<file path="config.mk">
export PLATFORM = sky130hd
export DESIGN_NAME = latch_wr_sequencer_flat
export DESIGN_NICKNAME = d
export VERILOG_FILES = /design/src/rtl/latch_wr_pkg.sv /design/src/rtl/latch_wr_sequencer_if.sv /design/src/rtl/latch_wr_timer.sv /design/src/rtl/latch_wr_sequencer.sv /design/src/flat_wrapper.sv
export SDC_FILE = /design/constraint.sdc
export NUM_CORES = 1
export LEC_CHECK = 0
export CORE_MARGIN = 3
export CORE_UTILIZATION = 35
export CTS_CLUSTER_DIAMETER = 80
export DETAILED_ROUTE_END_ITERATION = 10
export GPL_TIMING_DRIVEN = 0
export PLACE_DENSITY_LB_ADDON = 0.1
export REMOVE_ABC_BUFFERS = 1
export SYNTH_ARGS = -nofsm -noshare
export SYNTH_HDL_FRONTEND = slang
export SYNTH_HIERARCHICAL = 1
export SYNTH_SLANG_ARGS = --single-unit
</file>
<file path="constraint.sdc">
create_clock -name clk -period 3.65 [get_ports clk]
set_input_delay 0.365 -clock clk [delete_from_list [all_inputs] [get_ports clk]]
set_output_delay 0.365 -clock clk [all_outputs]
set_load 0.02 [all_outputs]
</file>
<file path="src/rtl/latch_wr_pkg.sv">
// Shared types and helpers for the latch write sequencer.
package latch_wr_pkg;

    typedef enum logic [1:0] {
        IDLE  = 2'd0,
        SETUP = 2'd1,
        PULSE = 2'd2,
        HOLD  = 2'd3
    } state_t;

    function automatic int max3(input int a, input int b, input int c);
        int m;
        m = (a > b) ? a : b;
        return (m > c) ? m : c;
    endfunction

endpackage

</file>
<file path="src/rtl/latch_wr_sequencer_if.sv">
// Write-request handshake between a requester and the latch write sequencer.
interface latch_wr_sequencer_if #(
    parameter int WIDTH  = 8,
    parameter int ADDR_W = 2
);
    logic              req_valid;
    logic              req_ready;
    logic [ADDR_W-1:0] req_addr;
    logic [WIDTH-1:0]  req_data;

    modport master (output req_valid, output req_addr, output req_data, input req_ready);
    modport slave  (input req_valid, input req_addr, input req_data, output req_ready);
endinterface

</file>
<file path="src/rtl/latch_wr_timer.sv">
// Loadable down-counter; stops at zero and flags terminal count.
module latch_wr_timer #(
    parameter int W = 1
) (
    input  logic         clk,
    input  logic         rst,
    input  logic         load,
    input  logic [W-1:0] load_val,
    output logic         zero
);

    logic [W-1:0] count;

    always_ff @(posedge clk or posedge rst) begin
        if (rst) begin
            count <= '0;
        end else if (load) begin
            count <= load_val;
        end else if (count != '0) begin
            count <= count - 1'b1;
        end
    end

    assign zero = (count == '0);

endmodule

</file>
<file path="src/rtl/latch_wr_sequencer.sv">
// Write controller for a bank of level-sensitive latch rows: drives D, then
// pulses one GATE with whole-cycle setup/pulse/hold around it.
//   state | meaning
//   IDLE  | ready for a request, lat_d holds last written value
//   SETUP | D driven, all gates low
//   PULSE | selected row gate high
//   HOLD  | gates low, D still held
module latch_wr_sequencer
    import latch_wr_pkg::*;
#(
    parameter int WIDTH        = 8,
    parameter int DEPTH        = 4,
    parameter int ADDR_W       = 2,
    parameter int SETUP_CYCLES = 1,
    parameter int PULSE_CYCLES = 1,
    parameter int HOLD_CYCLES  = 1
) (
    input  logic                  clk,
    input  logic                  rst,
    latch_wr_sequencer_if.slave   req,
    output logic [WIDTH-1:0]      lat_d,
    output logic [DEPTH-1:0]      lat_gate,
    output logic                  busy,
    output logic                  done,
    output logic                  err
);

    if ((2 ** ADDR_W) < DEPTH) begin : g_chk_addr
        $error("latch_wr_sequencer: ADDR_W too narrow for DEPTH");
    end
    if ((SETUP_CYCLES < 1) || (PULSE_CYCLES < 1) || (HOLD_CYCLES < 1)) begin : g_chk_cycles
        $error("latch_wr_sequencer: SETUP/PULSE/HOLD_CYCLES must be >= 1");
    end

    localparam int TMAX = max3(SETUP_CYCLES, PULSE_CYCLES, HOLD_CYCLES);
    localparam int TW   = (TMAX < 2) ? 1 : $clog2(TMAX + 1);

    localparam logic [TW-1:0]     SETUP_LD = TW'(SETUP_CYCLES - 1);
    localparam logic [TW-1:0]     PULSE_LD = TW'(PULSE_CYCLES - 1);
    localparam logic [TW-1:0]     HOLD_LD  = TW'(HOLD_CYCLES - 1);
    localparam logic [ADDR_W:0]   DEPTH_V  = (ADDR_W + 1)'(DEPTH);

    state_t              state, state_nx;
    logic [ADDR_W-1:0]   row;
    logic [DEPTH-1:0]    row_hot;
    logic [DEPTH-1:0]    gate_nx;
    logic                done_nx;
    logic                err_nx;
    logic                accept;
    logic                addr_ok;
    logic                t_load;
    logic [TW-1:0]       t_val;
    logic                t_zero;

    latch_wr_timer #(.W(TW)) u_timer (
        .clk      (clk),
        .rst      (rst),
        .load     (t_load),
        .load_val (t_val),
        .zero     (t_zero)
    );

    assign req.req_ready = (state == IDLE);
    assign busy          = ~req.req_ready;
    assign addr_ok       = ({1'b0, req.req_addr} < DEPTH_V);

    always_comb begin
        row_hot = '0;
        for (int i = 0; i < DEPTH; i++) begin
            row_hot[i] = (row == ADDR_W'(i));
        end
    end

    always_ff @(posedge clk or posedge rst) begin
        if (rst) begin
            state <= IDLE;
        end else begin
            state <= state_nx;
        end
    end

    always_comb begin
        state_nx = state;
        t_load   = 1'b0;
        t_val    = '0;
        accept   = 1'b0;
        gate_nx  = lat_gate;
        done_nx  = 1'b0;
        err_nx   = 1'b0;
        case (state)
            IDLE: begin
                if (req.req_valid && req.req_ready) begin
                    if (addr_ok) begin
                        accept   = 1'b1;
                        state_nx = SETUP;
                        t_load   = 1'b1;
                        t_val    = SETUP_LD;
                    end else begin
                        // Rejected request is consumed; nothing latch-facing moves.
                        err_nx = 1'b1;
                    end
                end
            end
            SETUP: begin
                if (t_zero) begin
                    state_nx = PULSE;
                    gate_nx  = row_hot;
                    t_load   = 1'b1;
                    t_val    = PULSE_LD;
                end
            end
            PULSE: begin
                if (t_zero) begin
                    state_nx = HOLD;
                    gate_nx  = '0;
                    t_load   = 1'b1;
                    t_val    = HOLD_LD;
                end
            end
            HOLD: begin
                if (t_zero) begin
                    state_nx = IDLE;
                    done_nx  = 1'b1;
                end
            end
            default: begin
                state_nx = IDLE;
                gate_nx  = '0;
            end
        endcase
    end

    // Latch-facing outputs are all registered so the latches never see a glitch.
    always_ff @(posedge clk or posedge rst) begin
        if (rst) begin
            lat_d    <= '0;
            lat_gate <= '0;
            done     <= 1'b0;
            err      <= 1'b0;
            row      <= '0;
        end else begin
            if (accept) begin
                lat_d <= req.req_data;
                row   <= req.req_addr;
            end
            lat_gate <= gate_nx;
            done     <= done_nx;
            err      <= err_nx;
        end
    end

endmodule
</file>
<file path="src/flat_wrapper.sv">
// flat-port wrapper written by rule: the top's interface ports become plain ports
module latch_wr_sequencer_flat import latch_wr_pkg::*;
#(
    parameter int WIDTH        = 8,
    parameter int DEPTH        = 4,
    parameter int ADDR_W       = 2,
    parameter int SETUP_CYCLES = 1,
    parameter int PULSE_CYCLES = 1,
    parameter int HOLD_CYCLES  = 1
)
  (clk, rst, lat_d, lat_gate, busy, done, err, req_req_valid, req_req_addr, req_req_data, req_req_ready);
  latch_wr_sequencer_if #(.WIDTH(WIDTH), .ADDR_W(ADDR_W)) req_i ();
  input  logic clk;
  input  logic rst;
  output logic [WIDTH-1:0] lat_d;
  output logic [DEPTH-1:0] lat_gate;
  output logic busy;
  output logic done;
  output logic err;
  input wire logic [$bits(req_i.req_valid)-1:0] req_req_valid;
  input wire logic [$bits(req_i.req_addr)-1:0] req_req_addr;
  input wire logic [$bits(req_i.req_data)-1:0] req_req_data;
  output wire logic [$bits(req_i.req_ready)-1:0] req_req_ready;
  assign req_i.req_valid = req_req_valid;
  assign req_i.req_addr = req_req_addr;
  assign req_i.req_data = req_req_data;
  assign req_req_ready = req_i.req_ready;
  latch_wr_sequencer #(.WIDTH(WIDTH), .DEPTH(DEPTH), .ADDR_W(ADDR_W), .SETUP_CYCLES(SETUP_CYCLES), .PULSE_CYCLES(PULSE_CYCLES), .HOLD_CYCLES(HOLD_CYCLES)) u_core (.clk(clk), .rst(rst), .req(req_i), .lat_d(lat_d), .lat_gate(lat_gate), .busy(busy), .done(done), .err(err));
endmodule
</file>
Word level (Yosys, flattened, before mapping):

Cells that the tools add are included.

* register bits after elaboration: 18
* output and inout bits: 16
* bits of input ports: 13

* reduce and logical (&&, ||, !) cells: 7
* equal/unequal tests: 10
* bitwise operators: 1
* add/subtract/negate cells: 1
* multiplexer cells: 15

Operators by type and width (count)
* equality test 2 bit (second input constant): 4
* 2-to-1 mux 2 bit: 4
* 2-to-1 mux 4 bit: 2
* != test 2 bit (second input constant): 4
* case mux 2 bit (4 select lines): 1
* case mux 4 bit (2 select lines): 1
* 2-to-1 mux 1 bit: 6
* equality test 2 x 1 -> 1 bit (second input constant): 2
* logical NOT 2 bit: 2
* AND reduction 4 bit: 1
* AND reduction 3 bit: 1
* case mux 1 bit (2 select lines): 1
* nonzero test 2 bit: 1
* OR reduction 2 bit: 1
* logical AND 1 bit: 1
* NOT 1 bit: 1
* subtractor 1 bit (second input constant): 1

Longest topological paths before layout:

Gate-level depths: netlist of the first run.

* word-level depth: 5
* depth in mapped cells: 6
* depth with buffers taken out: 5

Modules after synthesis:

Netlist of the first run, hierarchy kept.

Modules (own cells, without submodules)
* latch_wr_sequencer: sequential area each 425.4 sq um, cells an instance 64, area each 790.8 sq um, times used 1
* latch_wr_timer: sequential area each 25.0 sq um, cells an instance 4, area each 38.8 sq um, times used 1

Least setup slack after synthesis of the first run:

No wires, ideal clock.

* path kind: register -> register
* start point: register u_core.state[0]
* end point: register u_core.state[1]
* setup time: 0.125 ns
* slack: 2.148 ns
* stages on the path, launching flop included: 6
* buffers on the path: 0
* data arrival time: 1.377 ns
* cells stage by stage: dfrtp_1 -> inv_1 -> ha_1 -> inv_1 -> o22ai_2 -> mux2_4

* longest elaborated chain between the ends: 4
* elaborated cells between the ends (all ways): 11
* classes of those cells: eq/ne: 7; mux: 1; reduce/logical: 3

RTL lines
* start: declaration: line latch_wr_sequencer.sv:43 `state_t state, state_nx;`
* start signal: assignment: line latch_wr_sequencer.sv:78 `state <= state_nx;`
* logical NOT 2 bit *: line latch_wr_sequencer.sv:63 `assign req.req_ready = (state == IDLE);`
* named net req_req_ready: line flat_wrapper.sv:23 `output wire logic [$bits(req_i.req_ready)-1:0] req_req_ready;`
* logical AND 1 bit: line latch_wr_sequencer.sv:92 `if (req.req_valid && req.req_ready) begin`
* != test 2 bit (no source line)
* AND reduction 4 bit (no source line)

Mark *: on every way through the listed nets, which the timed path passes. The rest lies on a longest branch.
A chain may end at the register's enable or synchronous reset.

Worst setup path after layout of the first run:

* start point: register u_core.state[0]
* end point: output port req_req_ready

* longest elaborated chain between the ends: 1

RTL lines (line)
* logical NOT 2 bit: latch_wr_sequencer.sv:63
* end: declaration: flat_wrapper.sv:23

No other way between the ends.

==> run_results.csv, run 1 <==
group,metric,value,unit
cts,clock_path_buffers,2,
power,combPwrFrac,53.9,%
power,peakVddDrop,0.000388,V
cts,post_cts_resized,0,
sta,rsz0062_at_grt,"false",
power,switching_power,0.385,mW
grt,met3_usage,2.45,%
power,leakage,0.534,nW
critical_path,rrSetupSlack,2020,ps
synthesis,yosysUniqueCellTypes,18,
synthesis,synth_most_common_cell,"dfrtp_1",
drt,dr_total_vias,562,
placed_design,hpwlAfterDp,1.09,mm
synthesis,synth_top_flop_cell,"dfrtp_1",
run_status,status,"finished, final reports clean",
cts,clk_latency,290,ps
grt,grt_usage,10.1,%
hold_path,hp-class,"primary input to async pin",
drt,firstDrtPassIters,2,
cts,clk_pin_slew_worst_paths,100,ps
grt,grt_start_max_net_pins,18,
cells_and_area,final_nets,118,
critical_path,r2r_cells,4,
cts,htreeDepth,1,
synthesis,synth_top_area_share,54.3,%
synthesis,synthTopCellsByArea,"dfrtp_1, mux2_2, ha_1",
floorplanning,rows,17,
synthesis,ys_seq_elements,18,
critical_path,r2r-start,"u_core/state[0]",
cts,cts_buffers,3,
sta,whs,225,ps
floorplanning,core-area,2230,um2
sta,post-route-period-util,56.4,%
floorplanning,dieWidth,54.7,um
power,clkPwrFrac,11.8,%
grt,grt_antenna_before_repair,0,
critical_path,worstPathRequired,3280,ps
floorplanning,die_h,54.7,um
power,pwr-share-seq,34.3,%
synthesis,syn_area,830,um2
cts,cts_tree,"built",
grt,use_met2,15.9,%
power,powerDensity,886,nW/um2
placed_design,io_buffers,27,
cells_and_area,antenna_cells,0,
grt,grt_first_pass_wirelength,2.10,mm
cts,cts_setup_buffers,0,
sta,setup_viol,0,
sta,setup_tns,0,ps
synthesis,yosys-top-cells-count,"dfrtp_1, mux2_2, nand2_1, inv_1, ha_1",
drt,drt_iter0_drc,3,
critical_path,cp-end-kind,"output pin",
synthesis,yosys.area.top_type,"dfrtp_1",
synthesis,syn_inst,68,
floorplanning,start_util,37.1,%
sta,clock_skew,4.37,ps
drt,post-route-drc-count,0,
critical_path,r2r_end,"u_core/row[0]",
sta,max_freq,486,MHz
placed_design,place.gp.congestion,0.793,
cts,hold_buffers,0,
drt,wl,1.42,mm
critical_path,critPathKind,"register to output pin",
drt,drtAntennaViolNets,0,
critical_path,critPathMaxFanout,4,
drt,via_per_inst,4.46,
grt,gr-total-overflow,0,
cells_and_area,area_growth,39.8,%
sta,hold_violations,0,
sta,report.final.slew_viol_count,0,
synthesis,ys_seq_area_share,54.3,%
drt,wl_per_cell,11.2,um
cells_and_area,layout-drive-gt1-share,18.4,%
synthesis,async_reset_ff_share,100,%
critical_path,crit_path_start_kind,"register",
run,cap_violations,0,
grt,busiest_layer,"met2",
cts,cts_root_buf,"clkbuf_4",
sta,slew_headroom,56.8,%
power,switching_share,37.5,%
critical_path,arrival,1690,ps
sta,finalCriticalPeriod,2060,ps
grt,grtUsageMet1,12.3,%
synthesis,ys_warn_count,6,
critical_path,crit_path_end,"req_req_ready",
power,internal_power,0.642,mW
synthesis,synth_edf_count,0,
floorplanning,die-area,2990,um2
sta,worstMarginPinSlew,647,ps
critical_path,crit_path_start,"u_core/state[0]",
grt,grt_pass1_vias,496,
synthesis,synth_area_per_cell,12.2,um2
floorplanning,ios,29,
cts,clock_sinks,18,
-- final cells by class --
cell class                 count  area (um2)
sequential                    18         450
tap                           28        35.0
fill                         208        1070
timing repair buffer          27         270
multi-input combinational     41         338
inverter                       8        30.0
clock buffer                   4        36.3
-- registers in the layout, indices dropped and copies added (netlist names) --
register / cells
u_core/row: 2
u_core/u_timer/count: 1
u_core/state: 2
u_core/lat_d: 8
u_core/lat_gate: 4
u_core/done: 1
-- cells in the final DEF, fill, tap and decap left out --
master | Yosys | final
a21oi_1 | 1 | 1
and2_1 | 2 | 2
and2b_2 | 1 | 1
clkbuf_4 | 0 | 3
clkbuf_8 | 0 | 1
clkdlybuf4s50_1 | 0 | 27
conb_1 | 1 | 2
dfrtp_1 | 18 | 18
ha_1 | 6 | 6
inv_1 | 8 | 8
mux2_2 | 10 | 10
mux2_4 | 1 | 1
mux2i_1 | 1 | 1
nand2_1 | 9 | 9
nand4_1 | 1 | 1
nor2_1 | 1 | 1
nor3_2 | 1 | 1
o21ai_0 | 2 | 2
o22ai_2 | 1 | 1
o31ai_1 | 2 | 2
-- metrics by stage --
| stage | utilization, % | cell area (um2) | power (mW) | instances | setup slack, ps |
|---|---|---|---|---|---|
| floorplan | - | 818 | 0.695 | 67 | 2150 |
| global placement | 50.3 | 1120 | 0.907 | 122 | 1920 |
| detailed placement | 50.3 | 1120 | 0.917 | 122 | 1910 |
| CTS | 51.9 | 1160 | 1.04 | 126 | 1580 |
| global route | 51.9 | 1160 | 1.11 | 126 | 1490 |
| finish | 51.9 | 1160 | 1.03 | 126 | 1590 |
-- worst min-delay path by stage --
| stage | to | depth (start not counted) | slack (ps) |
|---|---|---|---|
| after floorplan | u_core/u_timer/count | 1 | 90 |
| after global placement | u_core/lat_gate[3] | 2 | 450 |
| after detailed placement | u_core/lat_gate[3] | 2 | 460 |
| after CTS | u_core/u_timer/count | 2 | 220 |
| after global routing | u_core/u_timer/count | 2 | 210 |
| final | u_core/u_timer/count | 2 | 230 |
-- kinds of logic after synthesis --
group                    Yosys count  share of synthesized area [%]
AO/OA/AOI/OAI                      6                           5.13
adder cells (fa/ha/maj)            6                           9.05
buffers and inverters             10                           5.43
flip-flops                        18                           54.3
multiplexers                      12                           16.6
other                              1                          0.452
AND/OR/NAND/NOR                   15                           9.05
-- per-layer routing --
metal / share of wire (%) / vias to the layer above
met2: 51 / 12
met3: 4.9 / 2
met4: 0.78 / 0
met5: 0 / -
li1: - / 279
met1: 43 / 269
-- worst max-delay path, cell delays in order, from the launching register on --
cell,delay (ps)
dfrtp_1,430
inv_1,140
ha_1,220
clkdlybuf4s50_1,620
-- power by group through the flow --
| stage | Clock (mW) | Sequential, mW | Combinational, mW |
|---|---|---|---|
| final | 0.121 | 0.352 | 0.554 |
| after global routing | 0.135 | 0.365 | 0.607 |
| after CTS | 0.125 | 0.353 | 0.562 |
| after detailed placement | 0 | 0.357 | 0.560 |
| after global placement | 0 | 0.354 | 0.553 |
| after floorplan | 0 | 0.435 | 0.260 |
Note: power is estimated with default switching activity, not from simulation.
==> inputs of run 2 (changes only) <==
clock period = 1.93 ns   (was 3.65 ns; I/O delays follow)
==> run 2 against run 1 <==
  * Worst setup slack lost 1300 ps
  * Largest cell class unchanged
  * Hold slack lost 170 ps
  * Register-to-register slack lost 1700 ps
  * Highest routed layer unchanged
  * Total power grew 89%
  * Largest power group unchanged
  * Sequential power grew 90%
  * Count of clock-buffer cells in the layout is the same
  * Global-route usage is the same
  * First-iteration DRC count is the same
  * Wire length is the same
  * Sequential cell count is the same
==> run_results.csv, run 2 (same netlist as run 1, synthesis figures left out) <==
group,metric,value,unit
cells_and_area,final_common_cell,"clkdlybuf4s50_1",
floorplanning,rows,17,
critical_path,critPathMaxFanout,11,
grt,grt_pass1_vias,496,
sta,worstMarginPinSlew,647,ps
critical_path,cp_slowest_cell,"dfrtp_1",
floorplanning,core-area,2230,um2
grt,gr-total-overflow,0,
critical_path,r2r-start,"u_core/state[0]",
sta,report.final.slew_viol_count,0,
critical_path,crit_path_start_kind,"register",
grt,grtUsageMet1,12.3,%
drt,via_per_inst,4.46,
sta,slew_headroom,56.8,%
critical_path,cp-end-kind,"register",
grt,use_met2,15.9,%
critical_path,rrSetupSlack,300,ps
critical_path,crit_path_end,"u_core/row[0]",
critical_path,crit_buf_inv,1,
drt,post-route-drc-count,0,
placed_design,place.gp.congestion,0.793,
critical_path,crit_family,"flip-flops",
power,leakage,0.551,nW
cts,cts_tree,"built",
sta,post-route-period-util,84.6,%
grt,busiest_layer,"met2",
cts,clk_pin_slew_worst_paths,100,ps
power,powerDensity,1660,nW/um2
drt,wl_per_cell,11.2,um
critical_path,r2r_end,"u_core/row[0]",
cells_and_area,final_util,52.2,%
run,cap_violations,0,
sta,hold_violations,0,
sta,finalCriticalPeriod,1630,ps
grt,grt_first_pass_wirelength,2.10,mm
cells_and_area,max_flop_register,"u_core/lat_d",
floorplanning,ios,29,
floorplanning,start_util,37.1,%
cells_and_area,final_nets,118,
sta,rsz0062_at_grt,"false",
drt,dr_total_vias,562,
power,peakVddDrop,0.000733,V
critical_path,path_depth,4,
cells_and_area,antenna_cells,0,
cells_and_area,layout-drive-gt1-share,19.4,%
critical_path,crit_chain,"inv_1 -> ha_1 -> nand2_1 -> mux2_2",
grt,grt_start_max_net_pins,18,
placed_design,io_buffers,27,
sta,clock_skew,4.37,ps
floorplanning,dieWidth,54.7,um
cells_and_area,fillCellCount,206,
floorplanning,die_h,54.7,um
critical_path,cpPeakStageDelay,420,ps
placed_design,hpwlAfterDp,1.09,mm
critical_path,worstPathRequired,2110,ps
sta,setup_viol,0,
cts,clock_path_buffers,2,
cells_and_area,area_growth,40.6,%
critical_path,critPathKind,"register to register",
grt,grt_usage,10.1,%
cts,clk_latency,290,ps
critical_path,crit_path_start,"u_core/state[0]",
drt,drt_iter0_drc,3,
critical_path,arrival,1810,ps
cells_and_area,final-seq-area,452,um2
cts,htreeDepth,1,
drt,wl,1.42,mm
drt,drtAntennaViolNets,0,
floorplanning,die-area,2990,um2
hold_path,hp-class,"primary input to async pin",
cells_and_area,multi_input_area,338,um2
grt,grt_antenna_before_repair,0,
grt,met3_usage,2.45,%
run_status,status,"finished, final reports clean",
cells_and_area,final_cell_mix,"clkdlybuf4s50_1, dfrtp_1, mux2_2",
cts,clock_sinks,18,
cells_and_area,reg_top3,"u_core/lat_d: 8 flops, u_core/lat_gate: 4 flops",
cts,cts_root_buf,"clkbuf_4",
cells_and_area,largest_reg_flops,8,
sta,max_freq,613,MHz
drt,firstDrtPassIters,2,
critical_path,r2r_cells,4,
sta,setup_tns,0,ps
cts,hold_buffers,0,
cts,cts_buffers,3,
run 2: cell types whose count changed in the layout (fill, tap and decap cells not counted):
cell	change
dfrtp_2	+1
clkdlybuf4s50_1	-2
dlymetal6s2s_1	+2
dfrtp_1	-1
run 2: cell type report:
cell class              instances  area share (%)
inverters                       8            2.58
flip-flops and latches         18            38.7
repair buffers                 27            23.6
multi-input cells              41            29.0
well taps                      28            3.00
clock buffers                   4            3.11
run 2: metrics by stage:
step	cells	hold WS [ps]	total power [mW]	cell area [um2]	worst slack, ps
after floorplan	67	-78.3	1.31	818	428
after global placement	122	358	1.72	1120	299
after CTS	126	43.6	1.97	1160	30.0
after detailed placement	122	363	1.73	1120	293
after global routing	126	35.3	2.09	1170	204
final	126	53.1	1.94	1170	298
run 2: power breakdown:
part	total, mW	switching (mW)	internal [mW]
Sequential	0.668	0.109	0.559
Clock	0.229	0.114	0.115
Combinational	1.04	0.504	0.538
Total	1.94	0.727	1.21
run 2: how the worst min path moves through the flow:
stage               start              endpoint  slack (ps)  cells after the start
global route          rst  u_core/u_timer/count          40                      2
detailed placement    rst  u_core/u_timer/count         360                      2
CTS                   rst  u_core/u_timer/count          40                      2
finish                rst  u_core/u_timer/count          50                      2
floorplan             rst  u_core/u_timer/count         -80                      1
global placement      rst  u_core/u_timer/count         360                      2
run 2: per-layer routing:
layer | wire, um | share of wire, % | up-vias
met3 | 69 | 4.9 | 2
met4 | 11 | 0.78 | 0
li1 | - | - | 279
met5 | 0 | 0 | -
met2 | 723 | 51 | 12
met1 | 613 | 43 | 269
run 2: timing repair:
item | in CTS | in global routing
endpoints found under the setup margin | 0 | 2
setup buffers | 0 | 0
resized for setup | 0 | 3
